--- src/rtl/wb_arb_pkg.sv ---
// Shared definitions for the two-master Wishbone arbiter and its watchdog.
package wb_arb_pkg;

  typedef enum logic [1:0] {
    ST_IDLE = 2'd0,
    ST_OWN0 = 2'd1,
    ST_OWN1 = 2'd2
  } arb_state_t;

  localparam logic [1:0] GRANT_NONE = 2'b00;
  localparam logic [1:0] GRANT_M0   = 2'b01;
  localparam logic [1:0] GRANT_M1   = 2'b10;

  localparam int WD_W = 16;

endpackage

--- src/rtl/wb_watchdog.sv ---
// Stall watchdog: fires for one cycle once a strobe has waited TIMEOUT cycles
// without a termination. A same-cycle termination always beats the fire.
module wb_watchdog
  import wb_arb_pkg::*;
#(
  parameter int TIMEOUT = 255
) (
  input  logic clk,
  input  logic rst,
  input  logic clr,
  input  logic busy,
  input  logic done,
  output logic fire
);

  localparam logic [WD_W-1:0] LIMIT = WD_W'(TIMEOUT);

  logic [WD_W-1:0] count_q;
  logic [WD_W-1:0] count_d;
  logic            at_limit;

  assign at_limit = (count_q == LIMIT);

  always_comb begin
    fire    = busy && !done && at_limit;
    count_d = count_q + WD_W'(1);
    // Reaching the limit restarts the count whether it fired or was beaten by done.
    if (clr || !busy || done || at_limit) begin
      count_d = '0;
    end
  end

  always_ff @(posedge clk) begin
    if (rst) begin
      count_q <= '0;
    end else begin
      count_q <= count_d;
    end
  end

endmodule

--- src/rtl/wb_arbiter2.sv ---
// Two-master to one-slave Wishbone classic arbiter: registered round-robin
// grant held for the whole bus cycle, with a stall watchdog answering err.
module wb_arbiter2
  import wb_arb_pkg::*;
#(
  parameter int AW      = 32,
  parameter int DW      = 32,
  parameter int TIMEOUT = 255
) (
  input  logic              wb_clk,
  input  logic              wb_rst,
  input  logic [AW-1:0]     m0_adr,
  input  logic [DW-1:0]     m0_dat,
  input  logic [DW/8-1:0]   m0_sel,
  input  logic              m0_we,
  input  logic              m0_cyc,
  input  logic              m0_stb,
  output logic [DW-1:0]     m0_rdt,
  output logic              m0_ack,
  output logic              m0_err,
  input  logic [AW-1:0]     m1_adr,
  input  logic [DW-1:0]     m1_dat,
  input  logic [DW/8-1:0]   m1_sel,
  input  logic              m1_we,
  input  logic              m1_cyc,
  input  logic              m1_stb,
  output logic [DW-1:0]     m1_rdt,
  output logic              m1_ack,
  output logic              m1_err,
  output logic [AW-1:0]     s_adr,
  output logic [DW-1:0]     s_dat,
  output logic [DW/8-1:0]   s_sel,
  output logic              s_we,
  output logic              s_cyc,
  output logic              s_stb,
  input  logic [DW-1:0]     s_rdt,
  input  logic              s_ack,
  input  logic              s_err,
  output logic [1:0]        grant
);

  arb_state_t state_q, state_d;
  logic [1:0] grant_q, grant_d;
  logic       last_q, last_d;   // 0 = m0 owned last, 1 = m1 owned last
  logic       own0, own1;
  logic       owner_stb;
  logic       wd_fire;

  assign own0  = (state_q == ST_OWN0);
  assign own1  = (state_q == ST_OWN1);
  assign grant = grant_q;

  always_comb begin
    state_d = state_q;
    last_d  = last_q;
    case (state_q)
      ST_IDLE: begin
        // On a tie the master that did not own the bus last wins.
        if (m0_cyc && (!m1_cyc || last_q)) begin
          state_d = ST_OWN0;
        end else if (m1_cyc) begin
          state_d = ST_OWN1;
        end
      end
      ST_OWN0: begin
        if (!m0_cyc) begin
          last_d  = 1'b0;
          state_d = m1_cyc ? ST_OWN1 : ST_IDLE;
        end
      end
      ST_OWN1: begin
        if (!m1_cyc) begin
          last_d  = 1'b1;
          state_d = m0_cyc ? ST_OWN0 : ST_IDLE;
        end
      end
      default: state_d = ST_IDLE;
    endcase

    grant_d = GRANT_NONE;
    if (state_d == ST_OWN0) begin
      grant_d = GRANT_M0;
    end else if (state_d == ST_OWN1) begin
      grant_d = GRANT_M1;
    end
  end

  always_ff @(posedge wb_clk) begin
    if (wb_rst) begin
      state_q <= ST_IDLE;
      grant_q <= GRANT_NONE;
      last_q  <= 1'b1;
    end else begin
      state_q <= state_d;
      grant_q <= grant_d;
      last_q  <= last_d;
    end
  end

  always_comb begin
    s_adr     = '0;
    s_dat     = '0;
    s_sel     = '0;
    s_we      = 1'b0;
    s_cyc     = 1'b0;
    owner_stb = 1'b0;
    if (own0) begin
      s_adr     = m0_adr;
      s_dat     = m0_dat;
      s_sel     = m0_sel;
      s_we      = m0_we;
      s_cyc     = m0_cyc;
      owner_stb = m0_stb;
    end else if (own1) begin
      s_adr     = m1_adr;
      s_dat     = m1_dat;
      s_sel     = m1_sel;
      s_we      = m1_we;
      s_cyc     = m1_cyc;
      owner_stb = m1_stb;
    end
  end

  // A fire withdraws the strobe so the slave never sees the abandoned request.
  assign s_stb = owner_stb & ~wd_fire;

  wb_watchdog #(
    .TIMEOUT (TIMEOUT)
  ) u_watchdog (
    .clk  (wb_clk),
    .rst  (wb_rst),
    .clr  (state_d != state_q),
    .busy (owner_stb),
    .done (s_ack | s_err),
    .fire (wd_fire)
  );

  assign m0_ack = own0 & s_ack;
  assign m0_err = own0 & (s_err | wd_fire);
  assign m0_rdt = own0 ? s_rdt : '0;
  assign m1_ack = own1 & s_ack;
  assign m1_err = own1 & (s_err | wd_fire);
  assign m1_rdt = own1 ? s_rdt : '0;

endmodule

--- config.mk ---
export PLATFORM = sky130hd
export DESIGN_NAME = wb_arbiter2
export DESIGN_NICKNAME = d
export VERILOG_FILES = /design/src/rtl/wb_arb_pkg.sv /design/src/rtl/wb_watchdog.sv /design/src/rtl/wb_arbiter2.sv
export SDC_FILE = /design/constraint.sdc
export NUM_CORES = 1
export LEC_CHECK = 0
export BUFFER_PORTS_ARGS = -buffer_cell sky130_fd_sc_hd__buf_2
export CORE_AREA = 2 2 123 125
export DETAILED_ROUTE_END_ITERATION = 8
export DIE_AREA = 0 0 125 127
export PLACE_DENSITY_LB_ADDON = 0.12
export SYNTH_ARGS = -nofsm -noshare
export SYNTH_HDL_FRONTEND = slang
export SYNTH_SLANG_ARGS = --single-unit
--- constraint.sdc ---
create_clock -name wb_clk -period 1.8 [get_ports wb_clk]
set_clock_uncertainty 0.2 [all_clocks]
set_input_delay 0.09 -clock wb_clk [delete_from_list [all_inputs] [get_ports wb_clk]]
set_output_delay 0.09 -clock wb_clk [all_outputs]
set_load 0.05 [all_outputs]
==> summary.md <==
| Metric | Value |
|---|---|
| Synth cell types | 38 |
| Placement Setup Slack | -200 ps |
| XOR/XNOR Fraction of Synth Area | ~5.3% |
| Fmax | 459 MHz |
| Cell Chain, Critical Path | or4_4, nor4_4, a31oi_4, nor2b_4, buf_6 |
| Clk slew on worst S/H paths | 60 ps |
| Largest net degree at the start of global routing | 24 |
| TritonCTS Buffers | 3 |
| Setup TNS | -13,940 ps |
| Worst Path Max Fanout | 2 |
| #FFs+latches synth | 21 |
| DIE AREA | ~16,000 um2 |
| Post-Syn Nets | between 400 and 500 |
| Worst r2r src | u_watchdog.count_q[14] |
| Most common cell after layout, fill and taps aside | buf_2 |
| Yosys warns | 0 |
| DRT iter0 DRCs | about 150 |
| Mapped Cells | between 200 and 300 |
| Synth-to-layout area growth | 246% |
| Top delay family on crit path | simple AND/OR/NAND/NOR gates |
| Starting Density | between 10% and 20% |
| Max-slew headroom | between 50% and 60% |
| Rows | 44 |
| Syn_area_per_cell | between 7 and 8 um2 |
| Critical path type | flop to output pin |
| Clock buffer depth | 2 |
| Area of the core | 14,400 um2 |
| Final core occ | between 50% and 60% |
| Post-Synth Adder-Cell Area | less than 1% |
| Setup WS post-layout | -377 ps |
| Violated checks | negative setup slack |
| Initial antenna violation count | 5 |
| Power density cells | about 450 nW/um2 |
| Grt peak-use layer | met2 |
| Final Max Slew Viols | 0 |
| Worst slew pin tran | a little over 700 ps |
| H-tree depth | 1 |
| Met2 usage | around 36% |
| HPWL after DPL | between 10,000 and 15,000 um |
| Hold path cells | 4 |
| Slowest cell on the critical path | or4_4 |
| Die height | 127 um |
| Port-buffer cells | between 300 and 400 |
| Worst min path class | primary input to flop |
| Final Hold Viols | 0 |
| Worst Setup End Kind | output pin |
| RePlAce Congestion | 0.953 |
| Worst-Skew Late Latency | 250 ps |
| Via count | about 3.8k |
| Share of layout cells above drive strength 1 | ~86% |
| I/O Pins | ~320 |
| Startpoint Class | flop |
| Number of global-route vias before repair | between 4k and 5k |
| Mux cell area share after synthesis | 0% |
| Simple-Gate Fraction of Synth Area | a little over a third |
| Filler cells | about 1.3k |
| Global-route wire length before repair | 25,400 um |
| WHS | 47.7 ps |
| Via density | between 4 and 5 |
| Synth Area in Compound Gates | 32.1% |
| Clock sink total | 21 |
| Die W | between 100 and 150 um |
| Nets | approximately 830 |
| Register area share after synthesis | 19.6% |
| Largest family of logic cells by synthesized area | simple AND/OR/NAND/NOR gates |
| CP max stage delay | about 540 ps |
| Most frequent cells in the layout | buf_2, buf_8, a22o_4 |
| WL final | 18,000 um |
| DR WL/cell | between 20 and 25 um |
| Worst Path Required | approximately 1500 ps |
| Period utilisation layout | 121% |
| Leak Pwr | ~3.7 nW |
| WP buf/inv | 1 |
| CTS tree | yes |
| Overall Global Routing Usage | 20.8% |
| Min Tclk post-route | between 2000 and 2500 ps |
| Outcome | complete, but fails checks |
| Hold path endpoint | u_watchdog.count_q[2] |
| Final Setup Violations | 150 |
| Grt ovf | 0 |
| CTS root buf | clkbuf_16 |
| VDD IR max | 339 uV |
| DRC violations left | 0 |
| 1st-pass router iterations | 4 |
| Max cap viols | 0 |
| Min-delay src | wb_rst |
| Worst R2R Path Depth | 6 |
| Reg2reg end | u_watchdog.count_q[3] |
| Unrepaired setup endpoints after global routing | yes |
| Antenna Violating Nets Remaining | 0 |
| Met3 Use GR | between 5 and 6% |
| WP data arrival | 1890 ps |
| Synthesized area | about 2100 um2 |
| R2R Setup Slk | -180 ps |
| GR met1 Demand/Resource | between 20% and 30% |
[flip-flops by register name (all words and copies together) (netlist names)]
register	cells
grant	2
u_watchdog.count_q	16
last_q	1
state_q	2
[final cells by class]
type | instances | area [um2] | area share, %
timing repair buffer | 404 | 4260 | 57.4
multi-input combinational | 221 | 2400 | 32.3
sequential | 21 | 428 | 5.77
tap | 184 | 230 | 3.11
clock buffer | 3 | 75.1 | 1.01
inverter | 3 | 11.3 | 0.152
antenna | 4 | 10.0 | 0.135
clock inverter | 1 | 5.00 | 0.0675
[power by group]
part           internal, mW  leakage (nW)  switching, mW  total [mW]
logic                  1.16          3.44           1.21        2.37
registers             0.472         0.172        0.00636       0.478
clock network         0.299        0.0409          0.176       0.475
total                  1.93          3.66           1.39        3.32
[layer usage]
layer  routed length (um)  vias to the layer above
li1                     -                     1784
met1                 7080                     1808
met2                 8980                      173
met3                 1340                       35
met4                  554                        0
met5                    0                        -
[what timing repair did]
item                                    CTS  global route
setup buffers                            38             7
pin swaps                                42             8
hold endpoints to repair                  5             0
endpoints found under the setup margin  154           154
hold buffers                              4             0
cloned                                   20             4
gates resized for setup                 468            90
[cell families (layout without fill, tap and decap cells)]
family                   Yosys count  count (layout)
adder cells (fa/ha/maj)            1               1
buffers and inverters             29             411
AND/OR/NAND/NOR                  125             126
XOR/XNOR                          13              13
other                              0               4
AO/OA/AOI/OAI                     81              81
flip-flops                        21              21
[worst register-to-register path, cell delays in order, from the launching register on]
cell and delay [ps]:
dfxtp_1 310, or4_4 540, nor4_4 290, buf_4 170
buf_4 100, nand4b_4 180, nor2_1 60
[cells in the mapped netlist, drive strengths merged]
cell type,instances,area [um2]
nand4,4,25.0
buf,13,71.3
and2,66,413
or3,1,6.26
and3b,3,27.5
o21ai,1,5.00
nand4b,1,23.8
a21o,1,7.51
inv,3,11.3
nor4,4,40.0
xor2,6,52.6
o22ai,1,6.26
or2,1,6.26
xnor2,7,61.3
o31ai,1,7.51
a211o,1,10.0
or4,3,26.3
nand2,3,11.3
a21boi,1,7.51
ha,1,12.5
and3,2,12.5
and4,1,8.76
o22a,1,8.76
nor3,5,25.0
nand3,8,40.0
a22o,70,614
nor2,18,67.6
nor2b,5,31.3
clkbuf,13,58.8
dfxtp,21,420
a21oi,3,15.0
a31oi,1,6.26
[stage by stage]
| stage | std cells | cell area (um2) | total power [mW] |
|---|---|---|---|
| after floorplan | 270 | 2330 | 1.42 |
| after global placement | 773 | 4410 | 1.91 |
| after detailed placement | 773 | 4410 | 1.91 |
| after CTS | 839 | 7240 | 3.30 |
| after global routing | 839 | 7410 | 3.43 |
| final | 841 | 7410 | 3.32 |
[worst max-delay path by stage]
stage                   to  slack (ps)                   start  cells after the start
floorplan           m0_err        -130   u_watchdog.count_q[8]                      4
global placement    m0_err        -200  u_watchdog.count_q[15]                      5
detailed placement  m1_err        -200  u_watchdog.count_q[15]                      5
CTS                 m1_err        -390  u_watchdog.count_q[14]                      5
global route        m1_err        -430  u_watchdog.count_q[14]                      5
finish              m1_err        -380  u_watchdog.count_q[14]                      5
No activity file was read; power rests on OpenSTA's default activity.
